### config.mk
export PLATFORM = sky130hd
export DESIGN_NAME = board_keeper_flat
export DESIGN_NICKNAME = d
export VERILOG_FILES = /design/src/rtl/ttt_pkg.sv /design/src/rtl/board_keeper_if.sv /design/src/rtl/board_keeper_mark_renderer.sv /design/src/rtl/board_keeper.sv /design/src/flat_wrapper.sv
export SDC_FILE = /design/constraint.sdc
export NUM_CORES = 1
export LEC_CHECK = 0
export CORE_MARGIN = 5
export CORE_UTILIZATION = 33
export CTS_BUF_LIST = sky130_fd_sc_hd__clkbuf_4
export DETAILED_ROUTE_END_ITERATION = 12
export PLACE_DENSITY = 0.78
export SLEW_MARGIN = 20
export SYNTH_ARGS = -nofsm -noshare
export SYNTH_HDL_FRONTEND = slang
export SYNTH_HIERARCHICAL = 1
export SYNTH_SLANG_ARGS = --single-unit
### constraint.sdc
create_clock -name clock -period 2.4 [get_ports clock]
set_input_delay 0.72 -clock clock [delete_from_list [all_inputs] [get_ports clock]]
set_output_delay 0.72 -clock clock [all_outputs]
set_load 0.01 [all_outputs]
### src/rtl/ttt_pkg.sv
// Shared tic-tac-toe types, win-line table and glyph/geometry constants for the
// board keeper and any later display block that renders the same board.
package ttt_pkg;

    typedef enum logic [1:0] {EMPTY = 2'b00, MARK_X = 2'b01, MARK_O = 2'b10} cell_t;
    typedef enum logic [1:0] {PLAY, CHECK, OVER} state_t;

    typedef logic [8:0][1:0]   board_t;
    typedef logic [15:0][15:0] pix_t;

    localparam int NUM_LINES = 8;

    // Rows 0-2, columns 0-2, main diagonal, anti-diagonal
    localparam logic [3:0] WIN_LINES [NUM_LINES][3] = '{
        '{4'd0, 4'd1, 4'd2}, '{4'd3, 4'd4, 4'd5}, '{4'd6, 4'd7, 4'd8},
        '{4'd0, 4'd3, 4'd6}, '{4'd1, 4'd4, 4'd7}, '{4'd2, 4'd5, 4'd8},
        '{4'd0, 4'd4, 4'd8}, '{4'd2, 4'd4, 4'd6}
    };

    localparam logic [0:3][3:0] X_GLYPH = '{4'b1001, 4'b0110, 4'b0110, 4'b1001};
    localparam logic [0:3][3:0] O_GLYPH = '{4'b0110, 4'b1001, 4'b1001, 4'b0110};

    localparam int ROW_BASE [3] = '{1, 6, 11};
    localparam int COL_BASE [3] = '{14, 9, 4};

    function automatic logic line_win(board_t b, logic [2:0] l);
        logic [1:0] a0, a1, a2;
        a0 = b[WIN_LINES[l][0]];
        a1 = b[WIN_LINES[l][1]];
        a2 = b[WIN_LINES[l][2]];
        return (a0 != EMPTY) && (a0 == a1) && (a1 == a2);
    endfunction

endpackage

### src/rtl/board_keeper_if.sv
// Cursor/place/restart requests into the board keeper and its rendered state out.
interface board_keeper_if;
    logic [3:0] cursor;
    logic       place;
    logic       restart;
    logic [15:0][15:0] RedPixels;
    logic       turn;
    logic [1:0] winner;
    logic       game_over;

    modport master (output cursor, place, restart,
                    input  RedPixels, turn, winner, game_over);
    modport slave  (input  cursor, place, restart,
                    output RedPixels, turn, winner, game_over);
endinterface

### src/rtl/board_keeper_mark_renderer.sv
// Combinational board-to-bitmap renderer: 4x4 X/O glyphs inside the 16x16 grid
// cells; grid rows/columns always stay 0. A set blank bit hides that cell.
module mark_renderer
    import ttt_pkg::*;
(
    input  board_t     board,
    input  logic [8:0] blank,
    output pix_t       pixels
);

    always_comb begin
        pixels = '0;
        for (int k = 0; k < 9; k++) begin
            if (!blank[4'(k)] && board[4'(k)] != EMPTY) begin
                for (int i = 0; i < 4; i++) begin
                    for (int j = 0; j < 4; j++) begin
                        pixels[4'(ROW_BASE[k / 3] + i)][4'(COL_BASE[k % 3] - j)] =
                            (board[4'(k)] == MARK_X) ? X_GLYPH[2'(i)][2'(3 - j)]
                                                     : O_GLYPH[2'(i)][2'(3 - j)];
                    end
                end
            end
        end
    end

endmodule

### src/rtl/board_keeper.sv
// Tic-tac-toe board keeper: records X/O moves, detects win/draw, renders marks.
// Define BOARD_KEEPER_FLASH_EN to blink the winning line while the game is over.
module board_keeper
    import ttt_pkg::*;
#(
    parameter int FLASH_W = 24
) (
    input  logic clock,
    input  logic reset,
    board_keeper_if.slave bus
);

    state_t     state;
    board_t     board;
    logic [3:0] moves;
    logic       turn;
    logic [1:0] winner;
    logic       game_over;
    logic       place_q, restart_q;
    logic       place_ev, restart_ev;
    logic       occupied;
    logic       win_found;
    logic [1:0] win_mark;
    logic [8:0] blank;

    assign place_ev   = bus.place & ~place_q;
    assign restart_ev = bus.restart & ~restart_q;

    // Out-of-range cursors fall through as occupied, so they are never accepted.
    always_comb begin
        occupied = 1'b1;
        for (int k = 0; k < 9; k++)
            if (bus.cursor == 4'(k)) occupied = (board[4'(k)] != EMPTY);
    end

    always_comb begin
        win_found = 1'b0;
        win_mark  = EMPTY;
        for (int l = NUM_LINES - 1; l >= 0; l--) begin
            if (line_win(board, 3'(l))) begin
                win_found = 1'b1;
                win_mark  = board[WIN_LINES[l][0]];
            end
        end
    end

    always_ff @(posedge clock) begin
        if (reset) begin
            state     <= PLAY;
            board     <= '0;
            moves     <= '0;
            turn      <= 1'b0;
            winner    <= 2'b00;
            game_over <= 1'b0;
            place_q   <= 1'b0;
            restart_q <= 1'b0;
        end else begin
            place_q   <= bus.place;
            restart_q <= bus.restart;
            case (state)
                PLAY: begin
                    if (place_ev && !occupied) begin
                        board[bus.cursor] <= turn ? MARK_O : MARK_X;
                        turn              <= ~turn;
                        moves             <= moves + 4'd1;
                        state             <= CHECK;
                    end
                end
                CHECK: begin
                    if (win_found) begin
                        winner    <= win_mark;
                        game_over <= 1'b1;
                        state     <= OVER;
                    end else if (moves == 4'd9) begin
                        winner    <= 2'b11;
                        game_over <= 1'b1;
                        state     <= OVER;
                    end else begin
                        state <= PLAY;
                    end
                end
                OVER: begin
                    if (restart_ev) begin
                        board     <= '0;
                        moves     <= '0;
                        turn      <= 1'b0;
                        winner    <= 2'b00;
                        game_over <= 1'b0;
                        state     <= PLAY;
                    end
                end
                default: state <= PLAY;
            endcase
        end
    end

`ifdef BOARD_KEEPER_FLASH_EN
    logic [FLASH_W-1:0] flash_cnt;

    always_ff @(posedge clock) begin
        if (reset || (state == OVER && restart_ev)) flash_cnt <= '0;
        else if (state == OVER)                     flash_cnt <= flash_cnt + FLASH_W'(1);
    end

    // Only the lowest-indexed winning line blinks; a draw has no line to blink.
    always_comb begin
        blank = '0;
        if (state == OVER && win_found && flash_cnt[FLASH_W-1]) begin
            for (int l = NUM_LINES - 1; l >= 0; l--) begin
                if (line_win(board, 3'(l))) begin
                    blank = '0;
                    for (int m = 0; m < 3; m++) blank[WIN_LINES[l][m]] = 1'b1;
                end
            end
        end
    end
`else
    assign blank = '0;
`endif

    mark_renderer u_render (
        .board  (board),
        .blank  (blank),
        .pixels (bus.RedPixels)
    );

    assign bus.turn      = turn;
    assign bus.winner    = winner;
    assign bus.game_over = game_over;

endmodule

### src/flat_wrapper.sv
// flat-port wrapper written by rule: the top's interface ports become plain ports
module board_keeper_flat import ttt_pkg::*;
#(
    parameter int FLASH_W = 24
)
  (clock, reset, bus_cursor, bus_place, bus_restart, bus_RedPixels, bus_turn, bus_winner, bus_game_over);
  board_keeper_if bus_i ();
  input  logic clock;
  input  logic reset;
  input wire logic [$bits(bus_i.cursor)-1:0] bus_cursor;
  input wire logic [$bits(bus_i.place)-1:0] bus_place;
  input wire logic [$bits(bus_i.restart)-1:0] bus_restart;
  output wire logic [$bits(bus_i.RedPixels)-1:0] bus_RedPixels;
  output wire logic [$bits(bus_i.turn)-1:0] bus_turn;
  output wire logic [$bits(bus_i.winner)-1:0] bus_winner;
  output wire logic [$bits(bus_i.game_over)-1:0] bus_game_over;
  assign bus_i.cursor = bus_cursor;
  assign bus_i.place = bus_place;
  assign bus_i.restart = bus_restart;
  assign bus_RedPixels = bus_i.RedPixels;
  assign bus_turn = bus_i.turn;
  assign bus_winner = bus_i.winner;
  assign bus_game_over = bus_i.game_over;
  board_keeper #(.FLASH_W(FLASH_W)) u_core (.clock(clock), .reset(reset), .bus(bus_i));
endmodule
==> summary by stage, run 1 <==
Power
The static leakage is 1.73 nW. The sequential fraction of design power is 0.465. VDD sags by at most 0.358 mV. The power per unit of standard cell area is 320 nW/um2.

Of the total power, the share spent switching nets is 0.379. Of the total power, combinational logic draws 0.271. The share of total power dissipated in the clock network is 0.264. The analysis attributes to net switching a power of 0.418 mW. The internal power of the cells totals 0.686 mW.

Routing
The number of remaining DRC errors is 0. The number of detailed-route iterations in the first pass is 4. The final layout contains routed wiring with a total length of just over 7 mm.

The average wire per standard cell is 10.6 um. The via count is 2507. In this run, the number of DRC markers left after iteration 0 of detailed routing was 201. The detail-routed via count per cell is roughly 3.8. In this run the remaining antenna-violating nets after routing total 0.

Yosys
The share of synthesized area in the top cell type comes to 0.502. The synthesized netlist cell count is ~480. In the post-synthesis netlist, the biggest area contributors are sky130_fd_sc_hd__buf_4, sky130_fd_sc_hd__dfxtp_1, sky130_fd_sc_hd__nand2_1.

The post-synthesis instance area is 3710 um2. The async set or reset register ratio after synthesis is 0. The commonest cells after synthesis are sky130_fd_sc_hd__buf_4, sky130_fd_sc_hd__dfxtp_1, sky130_fd_sc_hd__nand2_1, sky130_fd_sc_hd__o21ai_1, sky130_fd_sc_hd__nor2b_1.

Each instance of the synthesized netlist takes up on average just under 8 um2. For this run, the register share of the synthesized area comes to 0.162. The synthesized netlist contains 52 unique library cells. In the synthesized netlist the dominant register cell turns out to be sky130_fd_sc_hd__dfxtp_1. The synthesized design contains 0 enable-type register cells.

During synthesis, Yosys emitted a total of 6 warnings. Of all cell types, the one taking the most synthesized area is sky130_fd_sc_hd__buf_4. Synthesis inferred 30 register bits. sky130_fd_sc_hd__buf_4 is the most common cell in the netlist.

Cells and area
The count of fill cells added during filler insertion is 1172. After the last flow step, the layout net total stands at 533. The area of all placed cells without fillers is 3450 um2.

Relative to the synthesized area, the layout overhead comes to -6.88%. The fraction of final layout cells with drive strength greater than 1 is 0.118. Once layout is complete, the utilization of the core stands at 0.316.

Outcome
The run finished with clean final reports.

Global route
For this run, the total global-route usage over all layers was measured as 0.0888. The number of antenna violations at the first check in global routing is 1. The via count of the first global-routing pass is 2012. Entering global routing, the biggest net connects 22 pins. Global routing finished with a remaining overflow of 0. The global-route wire length before repair is between 9 and 10 mm.

Floorplan
The core outline area is 10900 um2. The die extent in x is 116 um. The overall die height is between 100 and 150 um. After floorplanning, the core was divided into 38 placement rows.

The floorplan step defined a die boundary enclosing approximately 13000 um2. around 270 I/O pins were placed. For this configuration, the core starts out at a cell density of 0.339.

Timing
Setup violations remaining at the end of the flow were counted as 0. Based on the critical path, the design can be clocked at up to approximately 0.43 GHz. Clock skew on the completed layout was measured at 7.01 ps. The tightest slew margin relative to the limit is 0.644. The setup TNS is 0 ps. On the final layout, the worst hold slack is between 400 and 500 ps.

Of the available clock period, the critical path in the final layout requires 0.966. The number of hold-slack violations in the final timing report is 0. The routed design could run at a clock period as short as around 2300 ps. The slew at the pin closest to its max-slew limit is 533 ps. The final max-slew violation count is 0. Setup repair after global routing left no endpoint under its margin.

Clock tree
The insertion delay to the later sink of the worst-skew pair is about 330 ps. After clock tree synthesis, the clock-pin slew on the worst setup and hold paths is 90 ps. TritonCTS built the clock tree. The number of clock sinks seen by CTS is 30. The maximum count of clock buffers along a single path is 2. Clock tree synthesis selected as its root buffer the cell sky130_fd_sc_hd__clkbuf_4.

The H-tree generated during clock tree synthesis spans 2 levels. The number of buffers added by the clock tree synthesis step is 5.

Critical path
The endpoint kind of the worst setup timing path is an output port. The worst endpoint required time is ~1700 ps. The biggest fanout along the worst timing path is 12. The maximum cell stage delay along the critical path is 560 ps.

The worst setup path is of the flop to output port kind. The cell type of the slowest stage on the worst timing path is sky130_fd_sc_hd__clkdlybuf4s50_1. STA classifies the critical path startpoint as a flop. The signal on the critical path passes through nor3b_2 -> clkdlybuf4s50_1. Data arrives at the worst endpoint at 1600 ps.

Job
The tool flagged a number of max-cap violations equal to 0.

Placement
Routability-driven placement finished with a final weighted congestion of 0.869. The cell area reported after detailed placement is 3340 um2. The count of buffers added on input and output ports is 27. The HPWL after detailed placement is 5.78 mm.

Worst hold path
The class of the tightest hold or removal check is flop to flop.
power groups by stage:
stage	Combinational [mW]	Sequential [mW]	Clock (mW)
6_report	0.299	0.514	0.292
3_3_place_gp	0.269	0.525	0
5_1_grt	0.332	0.515	0.327
3_5_place_dp	0.270	0.525	0
2_1_floorplan	0.511	0.522	0
4_1_cts	0.273	0.514	0.303
cells in the final DEF (no fill, tap or decap), drive strengths merged, types with 2 or more instances in the layout:
cell,count
and3,7
clkdlybuf4s50,23
nand4,3
clkinv,2
nor3b,7
nor2b,14
or4b,2
o21a,2
nand3,10
clkdlybuf4s15,2
dfxtp,30
a21oi,8
ha,2
mux2,3
o2111ai,6
or3,6
clkbuf,8
nand4b,3
and2,7
o21ai,26
buf,22
nor2,13
nand2,32
inv,6
o311ai,2
conb,248
nand3b,2
nor3,12
nor4b,2
registers in the layout (all words and copies together), names as in the netlist:
register,count
u_core/bus.winner,2
u_core/bus.turn,1
u_core/state,2
u_core/moves,4
u_core/restart_q,1
u_core/place_q,1
u_core/bus.game_over,1
u_core/board,18
worst paths after layout:
| path | cells past startpoint | slack (ps) | start | endpoint |
|---|---|---|---|---|
| max | 2 | 80 | u_core/board[8]$_SDFFE_PP0P_ | bus_RedPixels[102] |
| min | 2 | 460 | u_core/bus.game_over$_SDFFE_PP0P_ | u_core/bus.game_over$_SDFFE_PP0P_ |
| max reg2reg | 7 | 160 | u_core/board[12]$_SDFFE_PP0P_ | u_core/bus.winner[1]$_SDFFE_PP0P_ |
| min reg2reg | 2 | 460 | u_core/bus.game_over$_SDFFE_PP0P_ | u_core/bus.game_over$_SDFFE_PP0P_ |
logic make-up after synthesis:
family	share of synthesized area
buf+inv	0.520
simple gates	0.195
fa+ha+maj	0.00674
mux	0.00911
flops	0.162
xor+xnor	0.00472
other cells	0.00202
compound gates	0.0998
worst max-delay path, delay by kind of cell (launching register included):
kind | cells | cell delay, ps
buffers and inverters | 1 | 560
DFF | 1 | 470
and+or+nand+nor | 1 | 230
layer usage:
metal | wire, um | track usage | up-vias | part of all wire
met5 | 0 | 0 | - | 0
met4 | 142 | 0.0480 | 0 | 0.020
met3 | 946 | 0.0162 | 10 | 0.13
met2 | 3510 | 0.148 | 195 | 0.50
met1 | 2440 | 0.108 | 1116 | 0.35
li1 | - | - | 1186 | -
metrics by stage:
step           setup WS [ps]  power [mW]  std cells
2_1_floorplan          -7.43        1.03        724
6_report                81.2        1.10        665
3_5_place_dp            -576       0.795        654
5_1_grt                 1.78        1.17        665
3_3_place_gp            -534       0.793        654
4_1_cts                -49.7        1.09        663
layout make-up:
class                   count  area (um2)  area share
multi-input cells         431        2160       0.625
flip-flops and latches     30         611       0.177
repair buffers             49         429       0.124
well taps                 140         175      0.0507
clock buffers               6        45.0      0.0130
inverters                   6        22.5     0.00652
clock inverters             2        8.76     0.00254
diodes                      1        2.50    0.000724
repair_timing:
| action | in CTS | in global routing |
|---|---|---|
| setup endpoints to repair | 29 | 31 |
| pin swaps | 2 | 9 |
| gates resized for setup | 9 | 18 |
| hold buffers | 0 | 0 |
| setup buffers | 1 | 1 |
| gates cloned | 0 | 0 |
(Power assumes the default switching activity.)
==> run 2: changes to the inputs <==
--- a/config.mk
+++ b/config.mk
@@ -11,2 +11,3 @@
 export DETAILED_ROUTE_END_ITERATION = 12
+export GPL_TIMING_DRIVEN = 1
 export PLACE_DENSITY = 0.78
--- a/constraint.sdc
+++ b/constraint.sdc
@@ -3,2 +3,2 @@
 set_output_delay 0.72 -clock clock [all_outputs]
-set_load 0.01 [all_outputs]
+set_load 0.005 [all_outputs]
==> summary by stage, run 2 (same netlist as run 1, synthesis figures left out) <==
Outcome
Outcome: finished, final reports clean (unchanged).

Global route
The total overflow reported by the global router was 0 (unchanged). The via count of the first global-routing pass is 2012 (unchanged). The global router's overall resource usage is 0.0888 (unchanged). The number of antenna violations at the first check in global routing is 1 (unchanged). The global-route wire length before repair came to 9.60 mm (unchanged).

The maximum number of pins on one net before global-route repair was 22 (unchanged).

Clock tree
The clock tree from TritonCTS is yes (unchanged). The number of buffers added by the clock tree synthesis step is 5 (unchanged). The total number of H-tree levels came to 2 (unchanged).

The buffer type at the clock tree root is sky130_fd_sc_hd__clkbuf_4 (unchanged). The clock-pin slew of the registers on the worst-case setup and hold paths is 90 ps (about the same). The number of clock sinks seen by CTS is 30 (unchanged). The maximum count of clock buffers along a single path is 2 (unchanged). The insertion delay to the later sink of the worst-skew pair came to 330 ps (about the same).

Floorplan
The die extent in x is 116 um (unchanged). The die area is 13500 um2 (unchanged). The count of pins on the block boundary is 268 (unchanged).

The overall die height came to 116 um (unchanged). The core outline area is 10900 um2 (unchanged). The starting density of the core is 0.339 (unchanged). The row count is 38 (unchanged).

Timing
The slew at the pin closest to its max-slew limit came to 533 ps (about the same). The final critical-path setup slack is 101 ps (was 81.2 ps). The number of hold-slack violations in the final timing report came to 0 (unchanged). The final critical path time including I/O delays and setup came to 2300 ps (was 2320 ps). The final clock period utilization by the worst path came to 0.958 (was 0.966). The fmax was 0.435 GHz (was 0.431 GHz). The final max-slew violation count was 0 (unchanged). The worst clock skew came to 7.92 ps (was 7.01 ps). The tightest slew margin relative to the limit is 0.644 (about the same). The setup violation total in the final timing report came to 0 (unchanged). Unrepaired setup endpoints after global routing: no (unchanged).

Critical path
The endpoint kind of the worst setup timing path is a flop (was output port). The worst endpoint required time is 2630 ps (was 1680 ps). The data arrival time of the critical path is 2530 ps (was 1600 ps). The biggest fanout along the worst timing path is 3 (was 12). Cells along the critical path: clkdlybuf4s15_1 -> or4b_4 -> or3_4 -> o211ai_4 -> a21oi_4 -> buf_6 -> nor3_4 -> xnor2_1 -> nor2b_1 (was nor3b_2 -> clkdlybuf4s50_1).

The critical path start-end classification was input port to flop (was flop to output port). The reg2reg setup slack was 170 ps (was 160 ps). The end of the worst register-to-register path is u_core/bus.winner[1]$_SDFFE_PP0P_ (unchanged). The start of the worst register-to-register path is u_core/board[12]$_SDFFE_PP0P_ (unchanged).

The cell type of the slowest stage on the worst timing path was sky130_fd_sc_hd__or4b_4 (was sky130_fd_sc_hd__clkdlybuf4s50_1). The number of cells on the worst reg-to-reg path was 7 (unchanged). The maximum cell stage delay along the critical path is 490 ps (was 560 ps). The kind of start point of the critical path is an input port (was flop).

Cells and area
The leading cell type in the layout, fill and taps excluded is sky130_fd_sc_hd__conb_1 (unchanged). The signed area change from the synthesized netlist to the final layout is -6.98% (was -6.88%). The number of flip-flops under the largest register name came to 18 (unchanged). The final core utilization is 0.316 (about the same). Leading cell types in the layout, fill and taps excluded: sky130_fd_sc_hd__conb_1, sky130_fd_sc_hd__nand2_1, sky130_fd_sc_hd__clkdlybuf4s50_1, sky130_fd_sc_hd__dfxtp_1, sky130_fd_sc_hd__buf_4 (was sky130_fd_sc_hd__conb_1, sky130_fd_sc_hd__nand2_1, sky130_fd_sc_hd__clkdlybuf4s50_1). The most flop-heavy register is u_core/board (unchanged).

The number of nets at the end of the flow was 533 (unchanged). Largest registers: u_core/board x18, u_core/moves x4 (unchanged). The fraction of final layout cells with drive strength greater than 1 was 0.115 (was 0.118).

Routing
The number of design-rule violations left by the first detailed-router iteration is 194 (was 201). The via count is 2509 (was 2507). The number of remaining DRC errors is 0 (unchanged). The number of detailed-route iterations in the first pass is 4 (unchanged).

The final wirelength came to 7.07 mm (was 7.04 mm). The average wire per standard cell is 10.6 um (about the same). The detail-routed via count per cell was 3.77 (about the same). The remaining number of nets flagged by the antenna check after routing is 0 (unchanged).

Power
The overall power of the completed layout came to 1.02 mW (was 1.10 mW). The power per unit of standard cell area is 296 nW/um2 (was 320 nW/um2). The static leakage is 1.73 nW (about the same).

The maximum vdd ir drop is 0.355 mV (was 0.358 mV).

Worst hold path
The hold-critical path depth is 2 (unchanged). The end point of the most critical hold path is u_core/bus.game_over$_SDFFE_PP0P_ (unchanged). The origin of the worst min-delay path is u_core/bus.game_over$_SDFFE_PP0P_ (unchanged). The class of the tightest hold or removal check is flop to flop (unchanged).

Placement
The HPWL after detailed placement came to 5.78 mm (unchanged). The number of input and output port buffers inserted is 27 (unchanged). The setup slack at placement was -576 ps (unchanged). The final weighted congestion in routability-driven placement is 0.869 (unchanged).

Job
The total of max-cap violations is 0 (unchanged).
-- run 2: worst max-delay path: cells and delay by family --
family | cells | cell delay, ps
simple gates | 4 | 1110
buf+inv | 2 | 350
compound gates | 2 | 220
xor+xnor | 1 | 130
-- run 2: layout make-up --
class                   count  area (um2)
diodes                      1        2.50
inverters                   6        22.5
multi-input cells         431        2160
fillers                  1174        7480
clock buffers               6        45.0
clock inverters             2        8.76
well taps                 140         175
flip-flops and latches     30         609
repair buffers             49         429
-- run 2: through the flow --
stage | cell area [um2] | std cells | setup TNS, ps | hold slack [ps]
floorplan | 4650 | 724 | -22.3 | 443
global placement | 3340 | 654 | -10680 | 443
detailed placement | 3340 | 654 | -11530 | 442
CTS | 3410 | 663 | -37.1 | 462
global route | 3450 | 665 | 0 | 496
finish | 3450 | 665 | 0 | 455
-- run 2: worst max path at each step --
stage | start | end | slack, ps | depth (start not counted)
final | bus_cursor[0] | u_core/moves[3]$_SDFFE_PP0P_ | 100 | 9
after global routing | u_core/board[12]$_SDFFE_PP0P_ | u_core/bus.winner[1]$_SDFFE_PP0P_ | 2 | 7
after CTS | u_core/board[2]$_SDFFE_PP0P_ | bus_RedPixels[22] | -20 | 2
after detailed placement | bus_cursor[3] | u_core/board[12]$_SDFFE_PP0P_ | -580 | 9
after global placement | bus_cursor[3] | u_core/board[0]$_SDFFE_PP0P_ | -530 | 9
after floorplan | bus_cursor[1] | u_core/bus.turn$_SDFFE_PP0P_ | -7 | 7
-- run 2: layer usage --
layer,up-vias,share of wire,GRT usage
met2,194,0.50,0.148
li1,1185,-,-
met3,10,0.13,0.0162
met1,1120,0.35,0.108
met5,-,0,0
met4,0,0.020,0.0480
-- run 2: timing repair --
item / CTS / global route
gates resized for setup: 8 / 17
setup endpoints to repair: 26 / 31
buffers inserted: 1 / 1
pin swaps: 2 / 9
hold buffers: 0 / 0
-- run 2: report_power, final --
| part | internal, mW | switching, mW | leakage, nW | total, mW |
|---|---|---|---|---|
| logic | 0.0600 | 0.157 | 1.45 | 0.217 |
| registers | 0.505 | 0.00904 | 0.246 | 0.514 |
| clock network | 0.121 | 0.171 | 0.0331 | 0.292 |
| total | 0.686 | 0.337 | 1.73 | 1.02 |
==> run 3: changes to the inputs <==
PLACE_DENSITY = 0.92   (was 0.78)
==> summary by stage, run 3 (same netlist as run 1, synthesis figures left out) <==
Clock tree
The clock-pin slew of the registers on the worst-case setup and hold paths is 90 ps (about the same). The clock tree from TritonCTS was yes (unchanged). The buffer type at the clock tree root was sky130_fd_sc_hd__clkbuf_4 (unchanged). The number of hold buffers added after CTS is 0 (unchanged). The total number of H-tree levels is 2 (unchanged). The number of buffers added by the clock tree synthesis step is 5 (unchanged). The maximum count of clock buffers along a single path is 2 (unchanged).

The insertion delay to the later sink of the worst-skew pair is 330 ps (about the same). The number of clock sinks seen by CTS is 30 (unchanged).

Placement
The number of input and output port buffers inserted was 27 (unchanged). The final weighted congestion in routability-driven placement is 0.891 (was 0.869). The cell total after placement is 654 (unchanged).

The setup slack at placement was -526 ps (was -576 ps). The HPWL after detailed placement is 5.88 mm (was 5.78 mm). The cell area reported after detailed placement was 3340 um2 (unchanged).

Floorplan
The core outline area is 10900 um2 (unchanged). The die extent in x is 116 um (unchanged). The row count is 38 (unchanged). The count of pins on the block boundary is 268 (unchanged). The overall die height is 116 um (unchanged). The starting density of the core came to 0.339 (unchanged). The die area is 13500 um2 (unchanged).

Cells and area
The most flop-heavy register is u_core/board (unchanged). The final standard cell count with taps included and fillers excluded is 664 (was 665). The signed area change from the synthesized netlist to the final layout is -6.75% (was -6.98%).

The final core utilization is 0.316 (about the same). The number of flip-flops under the largest register name is 18 (unchanged). The count of fill cells added during filler insertion was 1144 (was 1174). The storage element area is 608 um2 (was 609 um2). Leading cell types in the layout, fill and taps excluded: sky130_fd_sc_hd__conb_1, sky130_fd_sc_hd__nand2_1, sky130_fd_sc_hd__dfxtp_1 (was sky130_fd_sc_hd__conb_1, sky130_fd_sc_hd__nand2_1, sky130_fd_sc_hd__clkdlybuf4s50_1, sky130_fd_sc_hd__dfxtp_1, sky130_fd_sc_hd__buf_4). The area of all placed cells without fillers is 3460 um2 (was 3450 um2). The number of nets at the end of the flow came to 532 (was 533).

The fraction of final layout cells with drive strength greater than 1 is 0.124 (was 0.115). Largest registers: u_core/board x18, u_core/moves x4 (unchanged). The leading cell type in the layout, fill and taps excluded is sky130_fd_sc_hd__conb_1 (unchanged).

The footprint of the multi-input gates is 2180 um2 (was 2160 um2).

Power
The maximum vdd ir drop is 0.354 mV (was 0.355 mV). The overall power of the completed layout came to 1.02 mW (about the same). The power per unit of standard cell area was 294 nW/um2 (was 296 nW/um2). The static leakage is 1.73 nW (about the same).

Timing
The number of hold-slack violations in the final timing report came to 0 (unchanged). The tightest slew margin relative to the limit is 0.630 (was 0.644). The slew at the pin closest to its max-slew limit is 553 ps (was 533 ps). The setup violation total in the final timing report is 0 (unchanged). The setup TNS came to 0 ps (unchanged). The worst clock skew is 6.53 ps (was 7.92 ps). The final clock period utilization by the worst path was 0.995 (was 0.958).

The fmax is 0.419 GHz (was 0.435 GHz). Unrepaired setup endpoints after global routing: yes (was no). The final max-slew violation count is 0 (unchanged). The final critical path time including I/O delays and setup is 2390 ps (was 2300 ps). The final critical-path setup slack is 13.0 ps (was 101 ps).

The worst hold slack after final layout is 459 ps (was 455 ps).

Critical path
The worst endpoint required time came to 2650 ps (was 2630 ps). The critical path start-end classification was input port to flop (unchanged). The kind of start point of the critical path is an input port (unchanged). The data arrival time of the critical path is 2640 ps (was 2530 ps). The endpoint kind of the worst setup timing path is a flop (unchanged). The biggest fanout along the worst timing path is 7 (was 3).

Routing
The final wirelength was 7.07 mm (about the same). The number of detailed-route iterations in the first pass was 4 (unchanged). The remaining number of nets flagged by the antenna check after routing was 0 (unchanged). The average wire per standard cell is 10.7 um (was 10.6 um). The detail-routed via count per cell is 3.80 (was 3.77).

The number of design-rule violations left by the first detailed-router iteration is 210 (was 194). The via count is 2520 (was 2509). The number of remaining DRC errors is 0 (unchanged).

Global route
The met1 routing resource usage after global routing is 0.108 (about the same). The via count of the first global-routing pass is 2030 (was 2012). The maximum number of pins on one net before global-route repair was 22 (unchanged).

The global-route wire length before repair is 9.58 mm (was 9.60 mm). The total overflow reported by the global router is 0 (unchanged). The met2 track demand over resource came to 0.153 (was 0.148). The peak-usage layer in the global routing report is met2 (unchanged). The global-route track usage on met3 is 0.0131 (was 0.0162).

The global router's overall resource usage was 0.0880 (was 0.0888). The number of antenna violations at the first check in global routing is 1 (unchanged).

Job
The total of max-cap violations is 0 (unchanged).

Outcome
Outcome: finished, final reports clean (unchanged).

Worst hold path
The class of the tightest hold or removal check is flop to flop (unchanged).
-- run 3: cell count changes in the layout (fill, tap and decap cells not counted), sizes merged --
| cell | previous run | this run |
|---|---|---|
| clkbuf | 8 | 9 |
| clkdlybuf4s15 | 2 | 0 |
| dlygate4sd2 | 0 | 1 |
| buf | 22 | 21 |
-- run 3: area by class of cell --
type | instances | area share
clock inverter | 2 | 0.00253
tap | 140 | 0.0506
clock buffer | 6 | 0.0130
inverter | 6 | 0.00651
sequential | 30 | 0.176
timing repair buffer | 48 | 0.120
multi-input combinational | 431 | 0.631
antenna | 1 | 0.000723
-- run 3: path summary, 6_finish.rpt --
check / endpoint / cells past startpoint / from / slack, ps
max: u_core/board[3]$_SDFFE_PP0P_ / 9 / bus_cursor[1] / 10
min: u_core/bus.game_over$_SDFFE_PP0P_ / 2 / u_core/bus.game_over$_SDFFE_PP0P_ / 460
max reg2reg: u_core/bus.winner[1]$_SDFFE_PP0P_ / 7 / u_core/board[0]$_SDFFE_PP0P_ / 220
min reg2reg: u_core/bus.game_over$_SDFFE_PP0P_ / 2 / u_core/bus.game_over$_SDFFE_PP0P_ / 460
-- run 3: per-layer routing --
| metal | part of all wire | vias up |
|---|---|---|
| met1 | 0.36 | 1152 |
| met4 | 0.017 | 0 |
| met3 | 0.12 | 8 |
| met5 | 0 | - |
| met2 | 0.51 | 184 |
| li1 | - | 1176 |
-- run 3: where the power goes --
part / internal [mW] / switching (mW) / total, mW
combinational: 0.0587 / 0.159 / 0.218
clock: 0.121 / 0.166 / 0.287
sequential: 0.505 / 0.00932 / 0.514
total: 0.684 / 0.334 / 1.02
-- run 3: critical path, stage by stage --
cell and delay, ps:
sky130_fd_sc_hd__dlygate4sd2_1 250, sky130_fd_sc_hd__or4b_4 530, sky130_fd_sc_hd__or3_4 350, sky130_fd_sc_hd__o211ai_4 90, sky130_fd_sc_hd__a21oi_4 110, sky130_fd_sc_hd__nor2_4 160, sky130_fd_sc_hd__buf_4 170, sky130_fd_sc_hd__nand2_4 90
sky130_fd_sc_hd__o21ai_1 150
-- run 3: repair_timing --
item,4_1_cts,5_1_grt
endpoints found under the hold margin,0,0
endpoints found under the setup margin,24,25
gates resized for setup,9,21
setup buffers,1,0
pin swaps,2,7
